==> config.mk <==
export PLATFORM = sky130hd
export DESIGN_NAME = audio_pwm_modulator_flat
export DESIGN_NICKNAME = d
export VERILOG_FILES = /design/src/rtl/audio_pkg.sv /design/src/rtl/audio_pwm_modulator_if.sv /design/src/rtl/audio_sample_fifo.sv /design/src/rtl/audio_pwm_modulator.sv /design/src/flat_wrapper.sv
export SDC_FILE = /design/constraint.sdc
export NUM_CORES = 1
export LEC_CHECK = 0
export BUFFER_PORTS_ARGS = -buffer_cell sky130_fd_sc_hd__buf_4
export CORE_ASPECT_RATIO = 1.1
export CORE_MARGIN = 4
export CORE_UTILIZATION = 50
export DETAILED_ROUTE_END_ITERATION = 16
export PLACE_DENSITY = 0.64
export SYNTH_ARGS = -nofsm -noshare
export SYNTH_HDL_FRONTEND = slang
export SYNTH_HIERARCHICAL = 1
export SYNTH_SLANG_ARGS = --single-unit
==> constraint.sdc <==
create_clock -name Clock_100MHz -period 7 [get_ports Clock_100MHz]
set_input_delay 1.05 -clock Clock_100MHz [delete_from_list [all_inputs] [get_ports Clock_100MHz]]
set_output_delay 1.05 -clock Clock_100MHz [all_outputs]
set_load 0.02 [all_outputs]
==> src/rtl/audio_pkg.sv <==
//==============================================================================
// Module   : audio_pkg
// Desc     : Shared constants and sample-format helpers for the audio datapath
//            (sample player, sample FIFO, PWM modulator).
// Revision : 1.0 - initial release
//==============================================================================
`default_nettype none

package audio_pkg;

    // Width of one signed PCM audio sample
    localparam int SAMPLE_W = 16;

    // 100 MHz clocks per 44.1 kHz sample period (100e6 / 2268 = 44.09 kHz)
    localparam int DIV_SAMPLE_44K1 = 2268;

    // Offset-binary code of a zero (silent) sample
    localparam logic [SAMPLE_W-1:0] MIDSCALE = 16'h8000;

    // Two's-complement sample to offset binary: flipping the sign bit maps
    // -32768..32767 onto 0..65535 so the value can drive a duty cycle directly
    function automatic logic [SAMPLE_W-1:0] to_offset(input logic [SAMPLE_W-1:0] sample);
        return {~sample[SAMPLE_W-1], sample[SAMPLE_W-2:0]};
    endfunction

endpackage

`default_nettype wire

==> src/rtl/audio_pwm_modulator_if.sv <==
//==============================================================================
// Module   : audio_pwm_modulator_if
// Desc     : Valid/ready sample stream from the sample player into the
//            PWM modulator. Master drives data/valid, slave drives ready.
// Revision : 1.0 - initial release
//==============================================================================
`default_nettype none

interface audio_pwm_modulator_if;
    import audio_pkg::*;

    logic [SAMPLE_W-1:0] Sample_Data;
    logic                Sample_Valid;
    logic                Sample_Ready;

    modport master (
        output Sample_Data,
        output Sample_Valid,
        input  Sample_Ready
    );

    modport slave (
        input  Sample_Data,
        input  Sample_Valid,
        output Sample_Ready
    );

endinterface

`default_nettype wire

==> src/rtl/audio_sample_fifo.sv <==
//==============================================================================
// Module   : audio_sample_fifo
// Desc     : Small synchronous FIFO with push/pop, full/empty flags and an
//            occupancy count. DEPTH must be a power of two >= 2. Pushes while
//            full and pops while empty are ignored. Reusable by the reader.
// Revision : 1.0 - initial release
//==============================================================================
`default_nettype none

module audio_sample_fifo #(
    parameter int WIDTH = 16,
    parameter int DEPTH = 4
) (
    input  logic                     clk,
    input  logic                     rst_n,
    input  logic                     i_push,
    input  logic [WIDTH-1:0]         i_wdata,
    input  logic                     i_pop,
    output logic [WIDTH-1:0]         o_rdata,
    output logic                     o_full,
    output logic                     o_empty,
    output logic [$clog2(DEPTH):0]   o_level
);

    localparam int AW = $clog2(DEPTH);
    localparam int LW = AW + 1;
    localparam logic [LW-1:0] c_level_full = LW'(DEPTH);

    logic [WIDTH-1:0] r_mem [DEPTH];
    logic [AW-1:0]    r_wr_ptr;
    logic [AW-1:0]    r_rd_ptr;
    logic [LW-1:0]    r_level;
    logic             w_push_ok;
    logic             w_pop_ok;

    assign o_full    = (r_level == c_level_full);
    assign o_empty   = (r_level == '0);
    assign o_level   = r_level;
    assign o_rdata   = r_mem[r_rd_ptr];
    assign w_push_ok = i_push & ~o_full;
    assign w_pop_ok  = i_pop  & ~o_empty;

    // Pointers and occupancy; simultaneous push and pop leave the level unchanged
    always_ff @(posedge clk or negedge rst_n) begin
        if (!rst_n) begin
            r_wr_ptr <= '0;
            r_rd_ptr <= '0;
            r_level  <= '0;
        end else begin
            if (w_push_ok) r_wr_ptr <= r_wr_ptr + AW'(1);
            if (w_pop_ok)  r_rd_ptr <= r_rd_ptr + AW'(1);
            case ({w_push_ok, w_pop_ok})
                2'b10:   r_level <= r_level + LW'(1);
                2'b01:   r_level <= r_level - LW'(1);
                default: r_level <= r_level;
            endcase
        end
    end

    // Storage array; contents are don't-care until written, so no reset
    always_ff @(posedge clk) begin
        if (w_push_ok) r_mem[r_wr_ptr] <= i_wdata;
    end

endmodule

`default_nettype wire

==> src/rtl/audio_pwm_modulator.sv <==
//==============================================================================
// Module   : audio_pwm_modulator
// Desc     : Buffers signed 16-bit samples from a valid/ready stream, releases
//            one per sample period and drives AUD_PWM/AUD_SD. Default build uses
//            a PWM comparator whose duty only changes at period boundaries.
//            Define AUD_SDELTA_EN to replace the comparator with a first-order
//            sigma-delta modulator at full 16-bit resolution.
// Revision : 1.0 - initial release
//==============================================================================
`default_nettype none

module audio_pwm_modulator
    import audio_pkg::*;
#(
    parameter int DIV_SAMPLE = DIV_SAMPLE_44K1,
    parameter int PWM_BITS   = 8,
    parameter int FIFO_DEPTH = 4
) (
    input  logic                          Clock_100MHz,
    input  logic                          Clear_n,
    input  logic                          Enable,
    audio_pwm_modulator_if.slave          smp,
    output logic                          AUD_PWM,
    output logic                          AUD_SD,
    output logic                          Underrun,
    output logic [$clog2(FIFO_DEPTH):0]   Fifo_Level
);

    localparam int SDIV_W = $clog2(DIV_SAMPLE);
    localparam logic [SDIV_W-1:0] c_sdiv_last = SDIV_W'(DIV_SAMPLE - 1);

    logic                  r_run;
    logic [SDIV_W-1:0]     r_sdiv;
    logic                  w_strobe;
    logic [SAMPLE_W-1:0]   r_cur_sample;
    logic                  r_underrun;
    logic                  r_sd;
    logic                  r_pwm;
    logic [SAMPLE_W-1:0]   w_offset;
    logic [SAMPLE_W-1:0]   w_fifo_head;
    logic                  w_fifo_full;
    logic                  w_fifo_empty;
    logic                  w_push;

    // Ready depends only on registered state, never on Sample_Valid
    assign smp.Sample_Ready = r_run & ~w_fifo_full;
    assign w_push           = smp.Sample_Valid & smp.Sample_Ready;
    assign w_strobe         = Enable & (r_sdiv == c_sdiv_last);
    assign w_offset         = to_offset(r_cur_sample);

    assign AUD_PWM  = r_pwm;
    assign AUD_SD   = r_sd;
    assign Underrun = r_underrun;

    audio_sample_fifo #(
        .WIDTH (SAMPLE_W),
        .DEPTH (FIFO_DEPTH)
    ) u_fifo (
        .clk     (Clock_100MHz),
        .rst_n   (Clear_n),
        .i_push  (w_push),
        .i_wdata (smp.Sample_Data),
        .i_pop   (w_strobe),
        .o_rdata (w_fifo_head),
        .o_full  (w_fifo_full),
        .o_empty (w_fifo_empty),
        .o_level (Fifo_Level)
    );

    // Holds Sample_Ready low during reset, raising it on the first edge after release
    always_ff @(posedge Clock_100MHz or negedge Clear_n) begin
        if (!Clear_n) r_run <= 1'b0;
        else          r_run <= 1'b1;
    end

    // Sample-period divider, parked at zero while playback is disabled
    always_ff @(posedge Clock_100MHz or negedge Clear_n) begin
        if (!Clear_n)                r_sdiv <= '0;
        else if (!Enable)            r_sdiv <= '0;
        else if (r_sdiv == c_sdiv_last) r_sdiv <= '0;
        else                         r_sdiv <= r_sdiv + SDIV_W'(1);
    end

    // On each strobe take the FIFO head, or silence plus a sticky underrun if empty
    always_ff @(posedge Clock_100MHz or negedge Clear_n) begin
        if (!Clear_n) begin
            r_cur_sample <= '0;
            r_underrun   <= 1'b0;
        end else if (w_strobe) begin
            if (w_fifo_empty) begin
                r_cur_sample <= '0;
                r_underrun   <= 1'b1;
            end else begin
                r_cur_sample <= w_fifo_head;
            end
        end
    end

    // Amplifier shutdown_n follows Enable one cycle late
    always_ff @(posedge Clock_100MHz or negedge Clear_n) begin
        if (!Clear_n) r_sd <= 1'b0;
        else          r_sd <= Enable;
    end

`ifdef AUD_SDELTA_EN

    logic [SAMPLE_W:0] r_acc;

    // First-order sigma-delta: the accumulator carry is the 1-bit output density
    always_ff @(posedge Clock_100MHz or negedge Clear_n) begin
        if (!Clear_n) begin
            r_acc <= '0;
            r_pwm <= 1'b0;
        end else if (!Enable) begin
            r_acc <= '0;
            r_pwm <= 1'b0;
        end else begin
            r_acc <= {1'b0, r_acc[SAMPLE_W-1:0]} + {1'b0, w_offset};
            r_pwm <= r_acc[SAMPLE_W];
        end
    end

`else

    localparam logic [PWM_BITS-1:0] c_pcnt_last = '1;
    localparam logic [PWM_BITS-1:0] c_duty_mid  = MIDSCALE[SAMPLE_W-1 -: PWM_BITS];

    logic [PWM_BITS-1:0] r_pcnt;
    logic [PWM_BITS-1:0] r_duty;
    logic [PWM_BITS-1:0] w_next_duty;

    // Truncate the offset sample to the PWM resolution (no rounding)
    assign w_next_duty = w_offset[SAMPLE_W-1 -: PWM_BITS];

    // PWM period counter, parked at zero while playback is disabled
    always_ff @(posedge Clock_100MHz or negedge Clear_n) begin
        if (!Clear_n)     r_pcnt <= '0;
        else if (!Enable) r_pcnt <= '0;
        else              r_pcnt <= r_pcnt + PWM_BITS'(1);
    end

    // Duty reloads only as the counter wraps, so no period is ever split
    always_ff @(posedge Clock_100MHz or negedge Clear_n) begin
        if (!Clear_n)                               r_duty <= c_duty_mid;
        else if (Enable && (r_pcnt == c_pcnt_last)) r_duty <= w_next_duty;
    end

    // Registered comparator output keeps AUD_PWM glitch-free
    always_ff @(posedge Clock_100MHz or negedge Clear_n) begin
        if (!Clear_n) r_pwm <= 1'b0;
        else          r_pwm <= Enable & (r_pcnt < r_duty);
    end

`endif

endmodule

`default_nettype wire

==> src/flat_wrapper.sv <==
// flat-port wrapper written by rule: the top's interface ports become plain ports
module audio_pwm_modulator_flat import audio_pkg::*;
#(
    parameter int DIV_SAMPLE = DIV_SAMPLE_44K1,
    parameter int PWM_BITS   = 8,
    parameter int FIFO_DEPTH = 4
)
  (Clock_100MHz, Clear_n, Enable, AUD_PWM, AUD_SD, Underrun, Fifo_Level, smp_Sample_Data, smp_Sample_Valid, smp_Sample_Ready);
  audio_pwm_modulator_if smp_i ();
  input  logic Clock_100MHz;
  input  logic Clear_n;
  input  logic Enable;
  output logic AUD_PWM;
  output logic AUD_SD;
  output logic Underrun;
  output logic [$clog2(FIFO_DEPTH):0] Fifo_Level;
  input wire logic [$bits(smp_i.Sample_Data)-1:0] smp_Sample_Data;
  input wire logic [$bits(smp_i.Sample_Valid)-1:0] smp_Sample_Valid;
  output wire logic [$bits(smp_i.Sample_Ready)-1:0] smp_Sample_Ready;
  assign smp_i.Sample_Data = smp_Sample_Data;
  assign smp_i.Sample_Valid = smp_Sample_Valid;
  assign smp_Sample_Ready = smp_i.Sample_Ready;
  audio_pwm_modulator #(.DIV_SAMPLE(DIV_SAMPLE), .PWM_BITS(PWM_BITS), .FIFO_DEPTH(FIFO_DEPTH)) u_core (.Clock_100MHz(Clock_100MHz), .Clear_n(Clear_n), .Enable(Enable), .smp(smp_i), .AUD_PWM(AUD_PWM), .AUD_SD(AUD_SD), .Underrun(Underrun), .Fifo_Level(Fifo_Level));
endmodule
==> results.md, run 1 <==
- The leading cell type in the layout, fill and taps excluded is sky130_fd_sc_hd__dfrtp_1.
- The cell area after synthesis is 3513 sq um.
- The total wirelength of the detailed-routed design is 5135 microns.
- The worst-skew pair later-pin latency is 0.35 ns.
- The number of instances in the synthesized netlist is 245.
- For flop-to-flop paths, the worst setup slack is 3.82 ns.
- Power spread over the standard cell area amounts to roughly 260 nW/um^2.
- The chip width is 87.93 microns.
- In this run the tightest slew margin relative to its limit is 36.78%.
- The path class of the tightest hold or removal check is reg2reg.
- The endpoint required time on the critical path is ~7.3 ns.
- In the final design database the tool counted 305 nets.
- For the worst flop-to-flop path, the logic depth is 10.
- Counting every sink on the clock net gives between 70 and 80.
- Each instance of the synthesized netlist takes up on average 14.34 sq um.
- The maximum vdd drop is 0.0001991 V.
- The H-tree generated during clock tree synthesis spans 3 levels.
- The arrival time reported for the critical path endpoint is between 3 and 4 ns.
- The final setup TNS is 0 ns.
- In this run the remaining antenna-violating nets after routing total 0.
- Along the worst path, the maximum fanout reaches 10.
- The final count of pins violating max slew is 0.
- The clock slew seen by the registers of the worst setup and hold paths is 0.08 ns.
- The pin count of the biggest net entering global routing is 48.
- In the layout the commonest cells are sky130_fd_sc_hd__dfrtp_1 (46), sky130_fd_sc_hd__edfxtp_1 (32), sky130_fd_sc_hd__buf_4 (19), sky130_fd_sc_hd__mux2_2 (16), sky130_fd_sc_hd__inv_1 (15).
- The final antenna diode count is 0.
- The die span in y is ~96 microns.
- The final count of hold timing violations is 0.
- The final cell count without fillers is 357.
- The number of port buffers is 18.
- Setup repair after global routing left no endpoint under its margin.
- The first global-routing pass estimated 9004 microns of wire.
- In the routed design, unresolved DRC markers number 0.
- For this run the aggregate overflow at the end of global routing stands at 0.
- The CTS tree is yes.
- The minimum hold slack is 0.4152 ns.
- The number of buffers on the longest clock path is 2.
- The vias after detailed routing is 1936.
- The via count of the first global-routing pass was between 1500 and 2000.
- The number of warnings issued by yosys is 6.
- In the finished design, the share of the clock period the worst path needs comes to 45.47%.
- Across the run, the number of max-cap violations was 0.
- The root buffer cell is sky130_fd_sc_hd__clkbuf_8.
- The transition time at the pin with the least slew margin is 0.9411 ns.
- 27 I/O pins were placed.
- The post-synth net total is 280.
- Setup violations remaining at the end of the flow were counted as 0.
- The number of antenna violations at the first check in global routing is 0.
- For this design the static power due to leakage is 1.585 nW.
- The number of search-and-repair iterations in the first detailed-routing pass is 4.
- The layout cell share with drive strength beyond 1 is 22.18%.
- The flow ran to the end, and the final reports show no timing, DRC or antenna violations.
- The design draws 0.001028 W.
- The total number of placement rows is 31.
- Once the floorplan was initialized, standard cells occupied 52.36% of the core.
- The core region is about 6700 sq um.
- Buffers added to address setup during post-CTS repair amount to 0.
- For the final database, setup skew stands at slightly below 0.005 ns.
- The die covers approximately 8400 sq um.
- After the first detailed-routing iteration, the DRC count stood at 86.
- The type of the worst setup path is reg2reg.
- Gates resized during post-CTS repair numbered 0.
- Along the worst hold path, the cell count comes to 1.
- The fill cell instance count of the final layout is about 530.
- After legalization and detailed placement, the total HPWL measured 3533 microns.
- The clock period minus worst slack is 3.183 ns.
- Across every metal layer, demand over resource in global routing totals 14.19%.
- The post-detailed-route via-to-cell ratio is 5.423.
- Compared with the post-synthesis result, the final layout area differs by 11.47%.
- The average wire per cell in the routed design is 14.38 microns.
- The total instance count after detailed placement is 341.
- The worst setup path is launched from a flip-flop.
- Counting the buffers created by CTS gives 9.
- The quantity of hold-fixing buffers added after cts is 0.
- The category of the worst setup path capture point is a flip-flop.
- The fmax is 314.2 MHz.
- The weighted congestion reported at the end of routability-driven placement is 0.7443.
## metrics by stage
step | instance area [sq um] | worst slack [ns] | util, %
6_report | 3916 | 3.817 | 58.36
5_1_grt | 3916 | 3.565 | 58.36
4_1_cts | 3916 | 3.764 | 58.36
3_5_place_dp | 3712 | 3.687 | 55.32
3_3_place_gp | 3712 | 3.695 | 55.32
2_1_floorplan | 3513 | 4.127 | -
## worst max-delay path: stages (launching register included)
cell and delay [ns]:
sky130_fd_sc_hd__dfrtp_1 0.38, sky130_fd_sc_hd__ha_1 0.23, sky130_fd_sc_hd__or4b_4 0.50, sky130_fd_sc_hd__nor4_4 0.65, sky130_fd_sc_hd__o31a_1 0.31, sky130_fd_sc_hd__ha_1 0.20
sky130_fd_sc_hd__inv_1 0.06, sky130_fd_sc_hd__fa_1 0.37, sky130_fd_sc_hd__xor2_1 0.15, sky130_fd_sc_hd__nor2_1 0.11, sky130_fd_sc_hd__xor2_1 0.15
## state kept, by name, indices dropped and copies added, names as in the netlist
register / flops
u_core/u_fifo/r_wr_ptr: 2
u_core/r_sdiv: 12
u_core/u_fifo/o_level: 3
u_core/r_cur_sample: 8
u_core/r_pcnt: 8
u_core/AUD_SD: 1
u_core/Underrun: 1
u_core/r_run: 1
u_core/u_fifo/r_mem: 32
u_core/u_fifo/r_rd_ptr: 2
u_core/AUD_PWM: 1
u_core/r_duty: 8
## metal layers
layer / track usage, % / share of wire, % / vias up
met1: 18.02 / 47 / 947
li1: - / - / 953
met3: 3.682 / 4.1 / 13
met4: 8.056 / 2.2 / 0
met2: 22.05 / 47 / 23
met5: 0 / 0 / -
## worst paths after layout
check,to,startpoint
max,u_core/u_fifo/o_level[2]$_DFFE_PN0P_,u_core/r_sdiv[0]$_DFF_PN0_
max in group asynchronous,u_core/r_sdiv[4]$_DFF_PN0_,Clear_n
max reg2reg,u_core/u_fifo/o_level[2]$_DFFE_PN0P_,u_core/r_sdiv[0]$_DFF_PN0_
min reg2reg,u_core/r_duty[7]$_DFFE_PN1P_,u_core/r_cur_sample[15]$_DFFE_PN0P_
min,u_core/r_duty[7]$_DFFE_PN1P_,u_core/r_cur_sample[15]$_DFFE_PN0P_
min in group asynchronous,u_core/AUD_PWM$_DFF_PN0_,Clear_n
## power by group
part / total, W / switching [W] / leakage (nW) / internal, W
combinational: 0.000137 / 0.0000775 / 0.568 / 0.0000592
clock: 0.000342 / 0.000173 / 0.0968 / 0.000169
sequential: 0.000549 / 0.0000265 / 0.920 / 0.000523
total: 0.00103 / 0.000277 / 1.59 / 0.000751
## layout make-up
cell class                      count  area (sq um)  area share (%)
Sequential cell                    79          2138           54.60
Clock inverter                      7         80.08           2.045
Tap cell                           82         102.6           2.620
Inverter                           15         56.30           1.438
Multi-Input combinational cell    146          1272           32.49
Timing Repair Buffer               19         142.6           3.642
Clock buffer                        9         123.9           3.163
(Power assumes the default switching activity.)
==> run 2, diff against run 1 <==
Clock period 7 ns to 3.3 ns, I/O delays scaled along.
==> results.md, run 2 (synthesis results as in run 1) <==
- The run finished with clean final reports.
- The library cells used most frequently in the layout, excluding fill and tap cells, are sky130_fd_sc_hd__dfrtp_1 (46), sky130_fd_sc_hd__edfxtp_1 (32), sky130_fd_sc_hd__buf_4 (21), sky130_fd_sc_hd__mux2_2 (16), sky130_fd_sc_hd__inv_1 (15).
- The met2 demand-to-capacity share in global routing is 24.37%.
- The final count of pins violating max slew came to 0.
- Before antenna repair, the detailed router went through 4 iterations.
- For this run, design rule violations remaining after detail routing come to 0.
- The count of buffers added on input and output ports is 18.
- The total congestion overflow is 0.
- The chip width is a little under 90 microns.
- The relative max-transition margin is ~34%.
- The clock period minus worst slack is between 2 and 3 ns.
- The layout has 555 filler cells.
- The highest net fanout along the worst path is 4.
- At the end of routability-driven placement, the weighted congestion stood at 0.7835.
- The leading cell type in the layout, fill and taps excluded is sky130_fd_sc_hd__dfrtp_1.
- After detailed routing, the average wire length per cell comes to 14.62 microns.
- In this run the remaining antenna-violating nets after routing total 0.
- The most flop-heavy register is u_core/u_fifo/r_mem.
- The die covers around 8400 sq um.
- The setup-violating endpoint count in the final report is 0.
- The final antenna diode count is 0.
- In the final layout, the registers with the most flip-flops are u_core/u_fifo/r_mem x32, u_core/r_sdiv x12.
- The post-detailed-route via-to-cell ratio is 5.393.
- After the last flow step, the layout net total stands at 307.
- The clock slew seen by the registers of the worst setup and hold paths is 0.08 ns.
- The total power is a little over 0.002 W.
- Summed over all nets, the half-perimeter wirelength after detailed placement is 3674 microns.
- The arrival time reported for the critical path endpoint is 3.06 ns.
- After the first detailed-routing iteration, the DRC count stood at between 60 and 70.
- The final count of hold timing violations is 0.
- The quantity of hold-fixing buffers added after cts is 0.
- For this design the static power due to leakage is roughly 1.6 nW.
- The endpoint required time on the critical path is 3.58 ns.
- Summing all non-filler instances in the final layout gives an area of 3900 sq um.
- The number of antenna violations at the first check in global routing came to 0.
- The worst hold path belongs to the class in2async.
- For this design the top-level I/O count stands at 27.
- The met1 usage is 17.42%.
- Across the VDD grid, the largest voltage drop is between 0.0002 and 0.0003 V.
- At the later pin of the worst-skew pair, clock insertion delay measures 0.35 ns.
- The tightest hold path in the finished design has a slack of 0.1462 ns.
- The via count of the first global-routing pass was 1993.
- The total track usage is 14.62%.
- In the final layout, the share of cells above drive strength 1 is 22.38%.
- Setup repair after global routing left no endpoint under its margin.
- The most used routing layer in global routing is met2.
- The startpoint type of the worst setup path is a flip-flop.
- The share of the clock period used by the worst path is a little over four fifths.
- The number of buffers on the longest clock path is 2.
- TritonCTS built the clock tree.
- The total wirelength of the detailed-routed design is 5247 microns.
- The maximum level of the CTS H-tree is 3.
- The total number of placement rows is 31.
- Buffers added to address setup during post-CTS repair amount to 0.
- Power spread over the standard cell area amounts to 531.9 nW/um^2.
- The signed area change from the synthesized netlist to the final layout is 11.00%.
- Once the clock tree was built, the resizer swapped 0 gates to a different size.
- Global routing consumed, on the met3 layer, under 10% of the routing resources.
- The final setup TNS is 0 ns.
- The root buffer cell chosen for the clock tree is sky130_fd_sc_hd__clkbuf_8.
- The tool flagged a number of max-cap violations equal to 0.
- The floorplan step defined a core boundary enclosing between 6000 and 7000 sq um.
- The starting utilization of the core area is 52.36%.
- The flip-flop count of the largest register after layout is 32.
- In this run, CTS created clock tree buffers numbering 9.
- For the pin with the worst max-slew slack, the measured transition is approximately 0.99 ns.
- The die span in y is between 90 and 100 microns.
- The category of the worst setup path capture point is a flip-flop.
- Based on the critical path, the design can be clocked at up to 359.2 MHz.
- CTS saw 79 sinks.
- The largest clock skew in the final design is 0.007962 ns.
- The global-route wire length before repair is ~9200 microns.
- The vias after detailed routing is 1936.
- The pin count of the biggest net entering global routing is 48.
- Summing all placed instances gives a cell area of 3727 sq um.
- The type of the worst setup path is reg2reg.
[run 2: cell types whose count changed in the layout (fill, tap and decap cells not counted)]
cell | previous run | this run
sky130_fd_sc_hd__bufinv_16 | 1 | 0
sky130_fd_sc_hd__clkinvlp_4 | 2 | 3
sky130_fd_sc_hd__buf_4 | 19 | 21
sky130_fd_sc_hd__clkinvlp_2 | 0 | 1
sky130_fd_sc_hd__inv_6 | 3 | 1
sky130_fd_sc_hd__clkinv_1 | 0 | 1
[run 2: cell type report]
class / instances / area (sq um) / area share (%)
multi-input cells: 146 / 1272 / 32.63
flip-flops and latches: 79 / 2138 / 54.83
clock buffers: 9 / 123.9 / 3.176
inverters: 15 / 56.30 / 1.444
clock inverters: 7 / 48.80 / 1.251
repair buffers: 21 / 157.7 / 4.042
well taps: 82 / 102.6 / 2.631
[run 2: worst max-delay path, stage by stage (launching register included)]
cell	delay [ns]
sky130_fd_sc_hd__dfrtp_1	0.38
sky130_fd_sc_hd__ha_1	0.22
sky130_fd_sc_hd__or4b_4	0.50
sky130_fd_sc_hd__nor4_4	0.31
sky130_fd_sc_hd__o31a_1	0.26
sky130_fd_sc_hd__ha_1	0.20
sky130_fd_sc_hd__inv_1	0.06
sky130_fd_sc_hd__fa_1	0.37
sky130_fd_sc_hd__xor2_1	0.15
sky130_fd_sc_hd__nor2_1	0.11
sky130_fd_sc_hd__xor2_1	0.15
[run 2: report_power, final]
part           leakage, nW  switching, W  internal, W
clock network       0.0754      0.000346     0.000271
logic                0.578      0.000167     0.000126
registers            0.920     0.0000560      0.00111
[run 2: path summary, 6_finish.rpt]
path | start | end | slack (ns) | cells past startpoint
worst min register to register | u_core/r_cur_sample[15]$_DFFE_PN0P_ | u_core/r_duty[7]$_DFFE_PN1P_ | 0.41 | 1
max in group asynchronous | Clear_n | u_core/r_sdiv[1]$_DFF_PN0_ | 2.76 | 1
min in group Clock_100MHz | Enable | u_core/AUD_SD$_DFF_PN0_ | 0.31 | 1
worst min-delay path | Clear_n | u_core/r_pcnt[5]$_DFF_PN0_ | 0.15 | 1
worst max register to register | u_core/r_sdiv[0]$_DFF_PN0_ | u_core/u_fifo/o_level[2]$_DFFE_PN0P_ | 0.52 | 10
worst max-delay path | u_core/r_sdiv[0]$_DFF_PN0_ | u_core/u_fifo/o_level[2]$_DFFE_PN0P_ | 0.52 | 10
[run 2: stage by stage]
stage / utilization, % / cells / worst slack, ns
2_1_floorplan: - / 245 / 0.4273
3_3_place_gp: 55.55 / 343 / 0.5567
3_5_place_dp: 55.55 / 343 / 0.5054
4_1_cts: 58.12 / 359 / 0.4922
5_1_grt: 58.12 / 359 / 0.3010
6_report: 58.12 / 359 / 0.5160
[run 2: layer usage]
metal / vias to the layer above / routed length (microns)
met5: - / 0
met4: 0 / 97
met3: 8 / 244
met1: 949 / 2310
li1: 952 / -
met2: 27 / 2594
